==> src/rtl/finish_pkg.sv <==
// Shared types for the client-side finish generator: default widths, the
// buffered finish record and the multibeat-tracking FSM states.
package finish_pkg;

  localparam int DEF_ID_W   = 3;
  localparam int DEF_XACT_W = 4;
  localparam int DEF_BEATS  = 4;

  // One pending finish message, already header-swapped.
  typedef struct packed {
    logic [DEF_ID_W-1:0]   src;
    logic [DEF_ID_W-1:0]   dst;
    logic [DEF_XACT_W-1:0] xact_id;
  } finish_t;

  typedef enum logic {
    S_IDLE  = 1'b0,
    S_BURST = 1'b1
  } beat_state_t;

endpackage

==> src/rtl/finish_queue.sv <==
// Small FIFO of pending finish messages. Full/empty come from pointer match
// plus a maybe_full bit; there is no enqueue-to-dequeue bypass.
module finish_queue
  import finish_pkg::*;
#(
  parameter int FIN_DEPTH = 2
) (
  input  logic                       clk,
  input  logic                       reset,
  input  logic                       enq_valid,
  input  finish_t                    enq_data,
  input  logic                       deq_ready,
  output logic                       deq_valid,
  output finish_t                    deq_data,
  output logic                       full,
  output logic [$clog2(FIN_DEPTH):0] count
);

  localparam int PW = (FIN_DEPTH > 1) ? $clog2(FIN_DEPTH) : 1;
  localparam int CW = $clog2(FIN_DEPTH) + 1;

  finish_t       mem [FIN_DEPTH];
  logic [PW-1:0] enq_ptr;
  logic [PW-1:0] deq_ptr;
  logic          maybe_full;
  logic          ptr_match;
  logic          empty;
  logic          do_enq;
  logic          do_deq;

  function automatic logic [PW-1:0] wrap_inc(input logic [PW-1:0] p);
    if (p == PW'(FIN_DEPTH - 1)) return '0;
    else                         return p + 1'b1;
  endfunction

  assign ptr_match = (enq_ptr == deq_ptr);
  assign full      = ptr_match & maybe_full;
  assign empty     = ptr_match & ~maybe_full;
  assign do_enq    = enq_valid & ~full;
  assign do_deq    = deq_ready & ~empty;
  assign deq_valid = ~empty;
  assign deq_data  = mem[deq_ptr];

  // Occupancy derived from the pointers, including the wrapped case.
  always_comb begin
    count = '0;
    if (full)                    count = CW'(FIN_DEPTH);
    else if (enq_ptr >= deq_ptr) count = CW'(enq_ptr - deq_ptr);
    else                         count = CW'(FIN_DEPTH) - CW'(deq_ptr) + CW'(enq_ptr);
  end

  // Pointer and maybe_full bookkeeping; cleared immediately on reset.
  always_ff @(posedge clk or posedge reset) begin
    if (reset) begin
      enq_ptr    <= '0;
      deq_ptr    <= '0;
      maybe_full <= 1'b0;
    end else begin
      if (do_enq) enq_ptr <= wrap_inc(enq_ptr);
      if (do_deq) deq_ptr <= wrap_inc(deq_ptr);
      if (do_enq != do_deq) maybe_full <= do_enq;
    end
  end

  // Entry storage; contents are only meaningful behind the pointers.
  always_ff @(posedge clk) begin
    if (do_enq) mem[enq_ptr] <= enq_data;
  end

endmodule

==> src/rtl/finish_unit.sv <==
// Client-side finish generator: passes grant beats to the refill port,
// queues one header-swapped finish per acknowledged grant and flags
// out-of-order multibeat addr_beat sequences.
module finish_unit
  import finish_pkg::*;
#(
  parameter int BEATS     = DEF_BEATS,
  parameter int FIN_DEPTH = 2,
  parameter int ID_W      = DEF_ID_W,
  parameter int XACT_W    = DEF_XACT_W
) (
  input  logic                         clk,
  input  logic                         reset,
  input  logic                         io_grant_valid,
  output logic                         io_grant_ready,
  input  logic [ID_W-1:0]              io_grant_bits_header_src,
  input  logic [ID_W-1:0]              io_grant_bits_header_dst,
  input  logic [XACT_W-1:0]            io_grant_bits_payload_manager_xact_id,
  input  logic                         io_grant_bits_payload_has_data,
  input  logic [$clog2(BEATS)-1:0]     io_grant_bits_payload_addr_beat,
  input  logic                         io_grant_bits_payload_requires_ack,
  output logic                         io_refill_valid,
  input  logic                         io_refill_ready,
  output logic [XACT_W-1:0]            io_refill_bits_manager_xact_id,
  output logic                         io_refill_bits_has_data,
  output logic [$clog2(BEATS)-1:0]     io_refill_bits_addr_beat,
  output logic                         io_refill_bits_requires_ack,
  output logic                         io_finish_valid,
  input  logic                         io_finish_ready,
  output logic [ID_W-1:0]              io_finish_bits_header_src,
  output logic [ID_W-1:0]              io_finish_bits_header_dst,
  output logic [XACT_W-1:0]            io_finish_bits_payload_manager_xact_id,
  output logic [$clog2(FIN_DEPTH):0]   io_fin_count,
  output logic                         io_beat_error
);

  localparam int BW = $clog2(BEATS);

  beat_state_t   state;
  beat_state_t   state_n;
  logic [BW-1:0] exp_beat;
  logic [BW-1:0] exp_beat_n;
  logic          err_set;
  logic          is_last;
  logic          needs_fin;
  logic          fin_full;
  logic          pass_ok;
  logic          fire;
  finish_t       fin_in;
  finish_t       fin_head;

  assign is_last   = ~io_grant_bits_payload_has_data |
                     (io_grant_bits_payload_addr_beat == BW'(BEATS - 1));
  assign needs_fin = io_grant_bits_payload_requires_ack & is_last;
  // A grant that would need a finish waits while the buffer is full, even if
  // the buffer drains this same cycle.
  assign pass_ok   = ~needs_fin | ~fin_full;

  assign io_grant_ready  = io_refill_ready & pass_ok;
  assign io_refill_valid = io_grant_valid & pass_ok;
  assign fire            = io_grant_valid & io_grant_ready;

  assign io_refill_bits_manager_xact_id = io_grant_bits_payload_manager_xact_id;
  assign io_refill_bits_has_data        = io_grant_bits_payload_has_data;
  assign io_refill_bits_addr_beat       = io_grant_bits_payload_addr_beat;
  assign io_refill_bits_requires_ack    = io_grant_bits_payload_requires_ack;

  // The finish travels back to the manager, so src and dst swap.
  assign fin_in.src     = io_grant_bits_header_dst;
  assign fin_in.dst     = io_grant_bits_header_src;
  assign fin_in.xact_id = io_grant_bits_payload_manager_xact_id;

  finish_queue #(
    .FIN_DEPTH (FIN_DEPTH)
  ) u_queue (
    .clk       (clk),
    .reset     (reset),
    .enq_valid (fire & needs_fin),
    .enq_data  (fin_in),
    .deq_ready (io_finish_ready),
    .deq_valid (io_finish_valid),
    .deq_data  (fin_head),
    .full      (fin_full),
    .count     (io_fin_count)
  );

  assign io_finish_bits_header_src              = fin_head.src;
  assign io_finish_bits_header_dst              = fin_head.dst;
  assign io_finish_bits_payload_manager_xact_id = fin_head.xact_id;

  // Beat tracker state and sticky error flag.
  always_ff @(posedge clk or posedge reset) begin
    if (reset) begin
      state         <= S_IDLE;
      exp_beat      <= '0;
      io_beat_error <= 1'b0;
    end else begin
      state    <= state_n;
      exp_beat <= exp_beat_n;
      if (err_set) io_beat_error <= 1'b1;
    end
  end

  // Next beat state: follow whatever beat actually fired, flag any deviation.
  always_comb begin
    state_n    = state;
    exp_beat_n = exp_beat;
    err_set    = 1'b0;
    if (fire) begin
      case (state)
        S_IDLE: begin
          if (io_grant_bits_payload_has_data) begin
            if (io_grant_bits_payload_addr_beat != '0) err_set = 1'b1;
            if (!is_last) begin
              state_n    = S_BURST;
              exp_beat_n = io_grant_bits_payload_addr_beat + 1'b1;
            end
          end
        end
        S_BURST: begin
          if (!io_grant_bits_payload_has_data) begin
            err_set = 1'b1;
          end else begin
            if (io_grant_bits_payload_addr_beat != exp_beat) err_set = 1'b1;
            if (is_last) begin
              state_n    = S_IDLE;
              exp_beat_n = '0;
            end else begin
              exp_beat_n = io_grant_bits_payload_addr_beat + 1'b1;
            end
          end
        end
        default: state_n = S_IDLE;
      endcase
    end
  end

endmodule

==> config.mk <==
export PLATFORM = sky130hd
export DESIGN_NAME = finish_unit
export DESIGN_NICKNAME = d
export VERILOG_FILES = /design/src/rtl/finish_pkg.sv /design/src/rtl/finish_queue.sv /design/src/rtl/finish_unit.sv
export SDC_FILE = /design/constraint.sdc
export NUM_CORES = 1
export LEC_CHECK = 0
export BUFFER_PORTS_ARGS = -buffer_cell sky130_fd_sc_hd__buf_4
export CAP_MARGIN = 20
export CORE_ASPECT_RATIO = 1.4
export CORE_MARGIN = 2
export CORE_UTILIZATION = 44
export CTS_CLUSTER_DIAMETER = 40
export DETAILED_ROUTE_END_ITERATION = 8
export GPL_TIMING_DRIVEN = 0
export PLACE_DENSITY = 0.74
export SYNTH_ARGS = -nofsm -noshare
export SYNTH_HDL_FRONTEND = slang
export SYNTH_HIERARCHICAL = 1
export SYNTH_SLANG_ARGS = --single-unit
==> constraint.sdc <==
create_clock -name clk -period 2.4 [get_ports clk]
set_input_delay 0.36 -clock clk [delete_from_list [all_inputs] [get_ports clk]]
set_output_delay 0.36 -clock clk [all_outputs]
set_load 0.03 [all_outputs]
* Word level (Yosys, flattened, before mapping)
Memories as Yosys holds them, arrays and structs flattened. Cells that the tools add are included.
Operators by class: multipliers 0, bitwise gates (word level) 17, div/mod/pow operators 0, multiplexer cells 21, eq/ne operators 7, magnitude comparators 1, add/sub/neg operators 6, shift-type cells 0, reductions and logical operators 2
Operators with widths (number):
- 2-to-1 mux 1 bit | 12
- 2-to-1 mux 2 bit | 6
- bitwise AND 1 bit | 9
- != test 2 bit (second input constant) | 3
- NOT 1 bit | 6
- one-hot mux 1 bit (2 select lines) | 2
- one-hot mux 2 bit (2 select lines) | 1
- AND reduction 4 bit | 1
- adder 1 bit (second input constant) | 2
- adder 2 x 1 -> 2 bit | 1
- adder 2 x 1 -> 2 bit (second input constant) | 1
- == test 2 bit (second input constant) | 1
- != test 2 bit | 1
- OR 1 bit | 2
- nonzero test 2 bit | 1
- subtractor 1 x 1 -> 2 bit | 1
- subtractor 2 x 1 -> 2 bit (first input constant) | 1
- == test 1 bit | 1
- greater-or-equal comparator 1 bit | 1
- != test 1 bit | 1
Word-level totals: bits in latches 0, word-level logic and storage cells 61, output and inout bits 24, memories 1, bits in registers 7, memory bits (read-only) 0, RAM bits 20
Memory list:
- u_queue.mem | depth 2, bits a word 10, rd ports 1, clocked after memory_dff 0, wr ports 1, line finish_queue.sv:22 | finish_t mem [FIN_DEPTH];

* Logic depth before layout (Yosys ltp)
Gate-level depths: netlist of run 1.
word-level depth 11, mapped depth 7, depth with buffers taken out 7

* By module
Netlist of run 1, hierarchy kept.
Modules (own cells, without submodules):
- finish_queue | instances 1, cells an instance 53, area an instance 943.4 um2
- finish_unit | instances 1, cells an instance 41, area an instance 349.1 um2

* Worst setup path after synthesis of run 1
OpenSTA, ideal clock, no wires.
kind register -> register, start reg u_queue.enq_ptr, end mem u_queue/mem[1][0] (netlist name) (enable), stages on the path, launching flop included 8, setup time 0.376 ns, arrival time 1.943 ns, path buffers 0, period minus slack after synthesis 2.320 ns, path slack 0.080 ns, data required time 2.024 ns, cells stage by stage dfrtp_1 > inv_1 > ha_1 > nand2_1 > inv_1 > nor4b_1 > nand2_2 > nor2_1
Between the ends: longest elaborated chain between the ends 10
Ends and longest elaborated chain:
- start, declared | line finish_queue.sv:23 | logic [PW-1:0] enq_ptr;
- start signal, assigned | line finish_queue.sv:59 | if (do_enq) enq_ptr <= wrap_inc(enq_ptr);
- == test 1 bit (*) | line finish_queue.sv:36 | assign ptr_match = (enq_ptr == deq_ptr);
- bitwise AND 1 bit (*) | line finish_queue.sv:37 | assign full = ptr_match & maybe_full;
- via fin_full | line finish_unit.sv:46 | logic fin_full;
- NOT 1 bit (*) | line finish_queue.sv:39, finish_unit.sv:57
- OR 1 bit | line finish_unit.sv:57 | assign pass_ok = ~needs_fin | ~fin_full;
- bitwise AND 1 bit | line finish_unit.sv:59 | assign io_grant_ready = io_refill_ready & pass_ok;
- bitwise AND 1 bit | line finish_unit.sv:61 | assign fire = io_grant_valid & io_grant_ready;
- bitwise AND 1 bit | line finish_unit.sv:78 | .enq_valid (fire & needs_fin),
- bitwise AND 1 bit (*) | line finish_queue.sv:39 | assign do_enq = enq_valid & ~full;
- 2-to-1 mux 1 bit (*) | line finish_queue.sv:67 | if (do_enq) mem[enq_ptr] <= enq_data;
- 2-to-1 mux 1 bit (implied by the code) (*) | line finish_queue.sv:67
- end, declared | line finish_queue.sv:22
Mark *: on every way through the listed nets, which the timed path passes. The rest lies on a longest branch.

* Worst setup path after layout of run 1
start reg u_queue.enq_ptr, end mem u_queue/mem[0][4] (netlist name) (enable)
The elaborated chain is that of the path after synthesis.

==> metrics.cfg, run 1 <==
[clock_network]
clock-sinks = 27
cts_tree = done
cts.path.max_buffers = 2
cts_made_buffers = 3
cts-root-buf = clkbuf_8
htreeDepth = 1
clk_latency_ns = 0.25
clk_pin_slew_ns = 0.08

[route]
viasPerCell = 4.62
first_pass_iters = 2
drt-initial-drc-count = 5
vias = 831
drc_errors = 0
drtAntennaViolNets = 0
wire_per_inst_um = 11.9
routed_wl_mm = 2.14

[worst_setup_path]
rrSetupSlack_ns = 0.18
reg2reg_depth = 8
crit_path_frequent_cell = inv_1
timing.rr.start = u_queue/enq_ptr$_DFFE_PP0P_
path_max_fanout = 10
crit_arrival_ns = 2.20
crit_required_ns = 2.38
cp_slowest_cell = dfrtp_2
r2r-end = u_queue/mem[0][4]$_DFFE_PP_
worstPathCellList = inv_1, ha_1, nand2_1, inv_1, nor4b_2, nand2_2, nor2_4, buf_12
critPathLaunchType = register
endpoint_kind = register
critical_path_class = reg2reg
cpPeakStageDelay_ns = 0.44

[global_route]
grt_max_degree = 15
grt_usage_pct = 13.7
grt_pass1_vias = 864
grt-ovfl-total = 0
grt_pass1_wl_mm = 3.53
antenna_found_initial = 0

[timing]
fin_worst_skew_ns = 0.00280
fin_crit_sh_pct = 92.6
tightestPinTransition_ns = 0.297
hold_ws_ns = 0.286
finalHoldViolations = 0
fin_crit_ns = 2.22
setup_viol = 0
fmax_mhz = 450
relSlewSlack_pct = 80.1
maxSlewViolCount = 0

[synthesis]
async_flop_share_pct = 25.9
seq_area_frac_synth_pct = 60.0
ys_warn_count = 6
synth_area_mm2 = 0.00129
mappedNetlistNets = 117
yosys.cell_types.count = 24
synth_edf_count = 20
avgSynthCellArea_um2 = 13.7
synth_flop_cell = edfxtp_1
ys_ff_latch = 27
syn_inst = 94

[placement]
routabilityCongestion = 0.638
portBuffers = 42
dpl.hpwl_mm = 1.71
placed_area_mm2 = 0.00165

[floorplan]
die_area_mm2 = 0.00339
start_util_pct = 45.8
die_h_um = 68.1
ios = 43
row_count = 23
coreArea_mm2 = 0.00282
fp.dieW_um = 49.8

[hold_path]
holdPathStages = 1
hp-class = in2reg
hp-start = io_grant_bits_header_dst[1]
min_to = u_queue/mem[1][8]$_DFFE_PP_

[power_and_ir_drop]
finalPower_mw = 1.56
power.density_mw_per_mm2 = 881
cellLeakagePower_nw = 0.797
ir_drop_mv = 0.383

[cells_and_area]
final_cell_mix = 50 x buf_4, 20 x edfxtp_1, 10 x inv_1
final_common_cell = buf_4
drive_above_1_share_pct = 51.0
area_growth_pct = 37.3
diodes = 0
postLayoutCellArea_mm2 = 0.00177
final_nets = 167

[job]
cap_violations = 0

[run_status]
status = completed

==> layout make-up <==
cell class / count / area, um^2
fillers: 247 / 1050
flip-flops and latches: 27 / 777
multi-input cells: 48 / 432
repair buffers: 45 / 365
plain buffers: 9 / 71.3
well taps: 37 / 46.3
clock buffers: 4 / 45.0
inverters: 10 / 37.5
==> stage by stage <==
stage | TNS, ns | util (%) | cells | setup WS [ns]
6_report | 0 | 62.9 | 180 | 0.177
5_1_grt | -0.0244 | 62.9 | 180 | -0.00401
4_1_cts | 0 | 61.4 | 178 | 0.101
3_5_place_dp | -6.16 | 58.7 | 173 | -0.320
3_3_place_gp | -5.01 | 58.7 | 173 | -0.254
2_1_floorplan | 0 | - | 94 | 0.0803
==> cell usage after synthesis (all sizes together) (3+ instances only) <==
library cell  number  area, um^2
edfxtp            20         601
inv               10        37.5
mux2              10         146
buf                9        71.3
dfrtp              7         175
nand2              6        25.0
ha                 4        50.1
nand2b             4        25.0
nor2               4        15.0
a21oi              3        15.0
nor2b              3        18.8
==> sequential cells by signal, summed over array words and instances (netlist names), named ones only <==
name and flops:
io_beat_error 1, u_queue/mem 20, u_queue/deq_ptr 1, u_queue/enq_ptr 1
exp_beat 2, u_queue/maybe_full 1
==> power breakdown <==
part / internal [mW] / switching [mW] / leakage [nW] / total (mW)
clock network: 0.118 / 0.116 / 0.0228 / 0.234
registers: 0.548 / 0.0372 / 0.263 / 0.585
logic: 0.335 / 0.409 / 0.512 / 0.744
==> per-layer routing <==
| layer | track usage [%] | routed length (um) |
|---|---|---|
| met5 | 0 | 0 |
| met1 | 14.9 | 814 |
| met4 | 4.17 | 12 |
| met3 | 1.97 | 119 |
| met2 | 27.0 | 1190 |
==> worst max-delay path, delay by kind of cell (launching register included) <==
family,cells,cell delay [ns]
buf+inv,3,0.38
fa+ha+maj,1,0.29
flops,1,0.44
simple gates,4,0.84
==> worst max-delay path by stage <==
stage                                           start  slack (ns)                          end  cells after the start
after floorplan           u_queue/enq_ptr$_DFFE_PP0P_        0.08  u_queue/mem[1][0]$_DFFE_PP_                      7
after global placement    u_queue/enq_ptr$_DFFE_PP0P_       -0.25  u_queue/mem[1][4]$_DFFE_PP_                      7
after detailed placement  u_queue/enq_ptr$_DFFE_PP0P_       -0.32  u_queue/mem[0][1]$_DFFE_PP_                      7
after CTS                 u_queue/enq_ptr$_DFFE_PP0P_        0.10  u_queue/mem[0][4]$_DFFE_PP_                      7
after global routing      u_queue/enq_ptr$_DFFE_PP0P_      -0.004  u_queue/mem[0][7]$_DFFE_PP_                      8
final                     u_queue/enq_ptr$_DFFE_PP0P_        0.18  u_queue/mem[0][4]$_DFFE_PP_                      8
==> logic make-up after synthesis <==
logic type               after synthesis  synth area share (%)
XOR/XNOR                               4                  2.71
AO/OA/AOI/OAI                          8                  4.74
AND/OR/NAND/NOR                       22                  8.91
multiplexers                          10                  11.3
adder cells (fa/ha/maj)                4                  3.87
buffers and inverters                 19                  8.42
flip-flops                            27                  60.0
==> timing repair <==
item / 4_1_cts / 5_1_grt
gates resized for setup: 5 / 2
hold buffers: 1 / 0
pin swaps: 0 / 2
buffers inserted: 0 / 2
setup endpoints to repair: 20 / 22
endpoints found under the hold margin: 7 / 0
Power figures use the tool's default switching activity.
==> inputs of run 2 (changes only) <==
--- a/constraint.sdc
+++ b/constraint.sdc
@@ -3,2 +3,2 @@
 set_output_delay 0.36 -clock clk [all_outputs]
-set_load 0.03 [all_outputs]
+set_load 0.005 [all_outputs]
==> run 2 against run 1 <==
- clock power about the same
- fmax increased by 2.0%
- final cell count stayed put
- core utilization up 0.31 points
- via count up 0.24%
- clock-buffer cell count stayed put
- die area is the same
- cell area grew 0.49%
- setup slack improved by 0.044 ns
- critical endpoint unchanged
==> metrics.cfg, run 2 (synthesized netlist as in run 1, its figures left out) <==
[cells_and_area]
fin_util_pct = 63.2
largest_register_ffs = 20
final_nets = 167
final_cell_mix = 50 x buf_4, 20 x edfxtp_1, 10 x inv_1
stdcell_count = 180
final_common_cell = buf_4
area_growth_pct = 37.9
largest-register = u_queue/mem
largestRegisters = u_queue/mem x20, exp_beat x2
drive_above_1_share_pct = 51.0
diodes = 0

[floorplan]
coreArea_mm2 = 0.00282
die_h_um = 68.1
row_count = 23
fp.dieW_um = 49.8
die_area_mm2 = 0.00339
ios = 43
start_util_pct = 45.8

[clock_network]
cts_made_buffers = 3
clk_latency_ns = 0.25
cts_tree = done
htreeDepth = 1
clock-sinks = 27
cts-root-buf = clkbuf_8
cts.path.max_buffers = 2
clk_pin_slew_ns = 0.08

[timing]
fin_crit_sh_pct = 90.8
finalHoldViolations = 0
worst_slack_ns = 0.220
setup_viol = 0
rsz0062_at_grt = false
tightestPinTransition_ns = 0.314
relSlewSlack_pct = 79.0
maxSlewViolCount = 0
hold_ws_ns = 0.286
fmax_mhz = 459
fin_worst_skew_ns = 0.00327
fin_crit_ns = 2.18

[worst_setup_path]
crit_required_ns = 2.38
reg2reg_depth = 8
crit_arrival_ns = 2.16
crit_path_frequent_cell = inv_1
timing.rr.start = u_queue/enq_ptr$_DFFE_PP0P_
worstPathCellList = inv_1, ha_1, nand2_1, inv_1, nor4b_4, nand2_2, nor2_4, buf_12
critical_path_class = reg2reg
rrSetupSlack_ns = 0.22
cp_slowest_cell = dfrtp_2
r2r-end = u_queue/mem[0][4]$_DFFE_PP_
path_max_fanout = 10
critPathLaunchType = register
cpPeakStageDelay_ns = 0.44
endpoint_kind = register

[job]
cap_violations = 0

[route]
dr_wl_met2_mm = 1.18
drtAntennaViolNets = 0
first_pass_iters = 2
drc_errors = 0
viasPerCell = 4.63
met1_length_um = 819
routed_wl_mm = 2.13
drt-initial-drc-count = 2
wire_per_inst_um = 11.8
topRoutingLayerUsed = met4
vias = 833
wl_met3_um = 119

[global_route]
grt_max_degree = 15
grt_pass1_vias = 864
antenna_found_initial = 0
grt_usage_pct = 13.7
grt_pass1_wl_mm = 3.53
grt-ovfl-total = 0

[power_and_ir_drop]
ir_drop_mv = 0.360
finalPower_mw = 1.36
cellLeakagePower_nw = 0.802
power.density_mw_per_mm2 = 764

[placement]
placedCellCount = 173
routabilityCongestion = 0.638
portBuffers = 42
dpl.hpwl_mm = 1.71
preCtsSetupSlack_ns = -0.320

[hold_path]
hp-class = in2reg
min_to = u_queue/mem[1][8]$_DFFE_PP_
hp-start = io_grant_bits_header_dst[1]
holdPathStages = 1

[run_status]
status = completed

## run 2: worst max path at each step
stage          cells past startpoint                   startpoint                     endpoint  slack, ns
2_1_floorplan                      7  u_queue/enq_ptr$_DFFE_PP0P_  u_queue/mem[1][0]$_DFFE_PP_       0.08
5_1_grt                            8  u_queue/enq_ptr$_DFFE_PP0P_              io_refill_valid       0.04
3_3_place_gp                       7  u_queue/enq_ptr$_DFFE_PP0P_  u_queue/mem[1][4]$_DFFE_PP_      -0.25
3_5_place_dp                       7  u_queue/enq_ptr$_DFFE_PP0P_  u_queue/mem[0][1]$_DFFE_PP_      -0.32
6_report                           8  u_queue/enq_ptr$_DFFE_PP0P_  u_queue/mem[0][4]$_DFFE_PP_       0.22
4_1_cts                            7  u_queue/enq_ptr$_DFFE_PP0P_  u_queue/mem[0][4]$_DFFE_PP_       0.10
## run 2: what timing repair did
| action | in CTS | in global routing |
|---|---|---|
| resized for setup | 5 | 3 |
| hold buffers | 1 | 0 |
| hold endpoints to repair | 7 | 0 |
| pin swaps | 0 | 2 |
| setup endpoints to repair | 20 | 22 |
| buffers inserted | 0 | 2 |
## run 2: through the flow
step / cell area, um^2 / setup TNS [ns]
after floorplan: 1290 / 0
after global placement: 1650 / -5.01
after detailed placement: 1650 / -6.16
after CTS: 1730 / 0
after global routing: 1780 / 0
final: 1780 / 0
## run 2: layout make-up
| class | instances | area [um^2] |
|---|---|---|
| Clock buffer | 4 | 45.0 |
| Timing Repair Buffer | 45 | 365 |
| Sequential cell | 27 | 777 |
| Buffer | 9 | 71.3 |
| Multi-Input combinational cell | 48 | 440 |
| Fill cell | 247 | 1040 |
| Inverter | 10 | 37.5 |
| Tap cell | 37 | 46.3 |
## run 2: critical path, delay by kind of cell, from the launching register on
family | cells | cell delay, ns
simple gates | 4 | 0.77
flops | 1 | 0.44
buf+inv | 3 | 0.40
fa+ha+maj | 1 | 0.29
## run 2: power breakdown
| part | switching, mW | internal, mW | total [mW] |
|---|---|---|---|
| sequential | 0.0372 | 0.548 | 0.585 |
| combinational | 0.216 | 0.327 | 0.543 |
| clock | 0.117 | 0.118 | 0.235 |
| total | 0.370 | 0.993 | 1.36 |
## run 2: routing by layer
layer / vias to the layer above / GRT usage (%)
li1: 412 / -
met1: 392 / 14.9
met2: 27 / 27.0
met3: 2 / 1.97
met4: 0 / 4.17
met5: - / 0
==> inputs of run 3 (changes only) <==
SYNTH_HIERARCHICAL = not set   (was 1)
==> run 3 against run 2 <==
- fmax rose by 2.5%
- final cell count fell by 3.3%
- area after synthesis is 2.0% lower
- cell area decreased by 6.2%
- clock skew grew 0.0019 ns
- routed wire length rose by 12%
- clock-buffer cell count did not move
- non-clock buffer count decreased by 3
- sequential power up 2%
==> metrics.cfg, run 3 <==
[synthesis]
mappedNetlistNets = 114
synth_area_mm2 = 0.00127
async_flop_share_pct = 25.9
ys_ff_latch = 27
seq_area_frac_synth_pct = 61.3
synth_most_common_cell = edfxtp_1
synth.largest_area_cell = edfxtp_1
synth_flop_cell = edfxtp_1
synth_top_area_share_pct = 47.4
synth_common_cells = 20 x edfxtp_1, 10 x mux2_2, 8 x buf_4
avgSynthCellArea_um2 = 13.9
synth_area_leaders = edfxtp_1 47%, dfrtp_1 14%, mux2_2 8.9%, buf_4 4.7%, ha_1 4.0%
ys_warn_count = 0
yosys.cell_types.count = 25
synth_edf_count = 20
syn_inst = 91

[timing]
fin_crit_ns = 2.13
finalHoldViolations = 0
tightestPinTransition_ns = 0.859
tns_ns = 0
fin_crit_sh_pct = 88.6
rsz0062_at_grt = false
maxSlewViolCount = 0
hold_ws_ns = 0.0263
fmax_mhz = 470
fin_worst_skew_ns = 0.00512
relSlewSlack_pct = 42.5
worst_slack_ns = 0.274
setup_viol = 0

[cells_and_area]
nFillCells = 229
drive_above_1_share_pct = 49.6
final_cell_mix = 50 x buf_4, 20 x edfxtp_1, 10 x mux2_2
postLayoutCellArea_mm2 = 0.00167
stdcell_count = 174
largest-register = u_queue.mem
final_common_cell = buf_4
largestRegisters = u_queue.mem x20, exp_beat x2
largest_register_ffs = 20
area_growth_pct = 32.1
final_nets = 161
diodes = 0
fin_util_pct = 59.9

[power_and_ir_drop]
finalPower_mw = 1.36
p_int_mw = 0.970
pwr-share-comb_pct = 38.1
ir_drop_mv = 0.520
p_seq_share_pct = 44.1
pwr-share-clk_pct = 17.8
switchingPower_mw = 0.388
power.density_mw_per_mm2 = 812
switching_share_pct = 28.6
cellLeakagePower_nw = 0.707

[worst_setup_path]
path_max_fanout = 10
worstPathCellList = inv_1, ha_1, nand2_1, nand2_1, nor2_1
endpoint_kind = register
crit_arrival_ns = 2.02
critical_path_class = reg2reg
cpPeakStageDelay_ns = 0.67
crit_path_frequent_cell = nand2_1
critPathLaunchType = register
cp_slowest_cell = nor2_1
crit_required_ns = 2.29

[clock_network]
clock-sinks = 27
cts_resized = 0
cts_tree = done
cts_made_buffers = 3
clk_pin_slew_ns = 0.08
cts-root-buf = clkbuf_8
htreeDepth = 1
clk_latency_ns = 0.26
postCtsSetupBuffers = 0
cts.path.max_buffers = 2
cts_hold_buf = 0

[route]
drc_errors = 0
wire_per_inst_um = 13.7
viasPerCell = 4.89
routed_wl_mm = 2.39
drt-initial-drc-count = 16
drtAntennaViolNets = 0
vias = 850
first_pass_iters = 4

[run_status]
status = completed

[placement]
routabilityCongestion = 0.694
preCtsSetupSlack_ns = 0.0844
placedCellCount = 170
dpl.hpwl_mm = 1.84
portBuffers = 42
placed_area_mm2 = 0.00163

[floorplan]
start_util_pct = 45.4
coreArea_mm2 = 0.00279
die_h_um = 67.5
row_count = 23
ios = 43
fp.dieW_um = 49.3
die_area_mm2 = 0.00333

[hold_path]
hp-class = in2async

[global_route]
grt_pass1_wl_mm = 3.61
grt_max_degree = 15
grt-ovfl-total = 0
antenna_found_initial = 0
grt_usage_pct = 14.6
grt_pass1_vias = 837

[job]
cap_violations = 0

run 3: layout make-up:
cell class                      instances  area [um^2]  area share (%)
Sequential cell                        27          776            46.4
Multi-Input combinational cell         48          399            23.9
Timing Repair Buffer                   42          315            18.8
Buffer                                  9         65.1            3.89
Tap cell                               37         46.3            2.77
Clock buffer                            4         45.0            2.69
Inverter                                7         26.3            1.57
run 3: worst paths after layout:
kind	from	endpoint	slack, ns	cells after the start
worst max-delay path	u_queue.enq_ptr$_DFFE_PP0P_	u_queue.mem[1][2]$_DFFE_PP_	0.27	5
worst min-delay path	reset	io_beat_error$_DFFE_PP0P_	0.03	2
worst max register to register	u_queue.enq_ptr$_DFFE_PP0P_	u_queue.mem[1][2]$_DFFE_PP_	0.27	5
worst min register to register	u_queue.enq_ptr$_DFFE_PP0P_	u_queue.enq_ptr$_DFFE_PP0P_	0.52	1
max in group asynchronous	reset	u_queue.deq_ptr$_DFFE_PP0P_	2.15	2
min in group clk	io_grant_bits_header_src[1]	u_queue.mem[1][5]$_DFFE_PP_	0.27	1
run 3: kinds of logic (layout without fill, tap and decap cells):
logic type,count (synthesis),after routing,synth area share [%]
xor+xnor,4,4,2.77
compound gates,9,9,5.73
fa+ha+maj,4,4,3.95
mux,11,11,10.1
simple gates,20,20,8.99
flops,27,27,61.3
buf+inv,16,62,7.21
run 3: power by group through the flow:
| stage | sequential [mW] | clock [mW] | combinational, mW |
|---|---|---|---|
| floorplan | 0.598 | 0 | 0.287 |
| global placement | 0.605 | 0 | 0.510 |
| detailed placement | 0.609 | 0 | 0.523 |
| CTS | 0.600 | 0.246 | 0.525 |
| global route | 0.605 | 0.268 | 0.574 |
| finish | 0.599 | 0.242 | 0.517 |
run 3: worst max-delay path: cells and delay by family, from the launching register on:
family,cells,cell delay [ns]
adders and majority gates,1,0.37
buffers and inverters,1,0.09
DFF,1,0.39
and+or+nand+nor,3,0.90
run 3: per-layer routing:
metal  GRT usage [%]  up-vias  wire (um)
met5               0        -          0
met1            15.2      413        884
met4            5.36        0         13
met3            2.43        2        104
li1                -      408          -
met2            28.9       27       1390
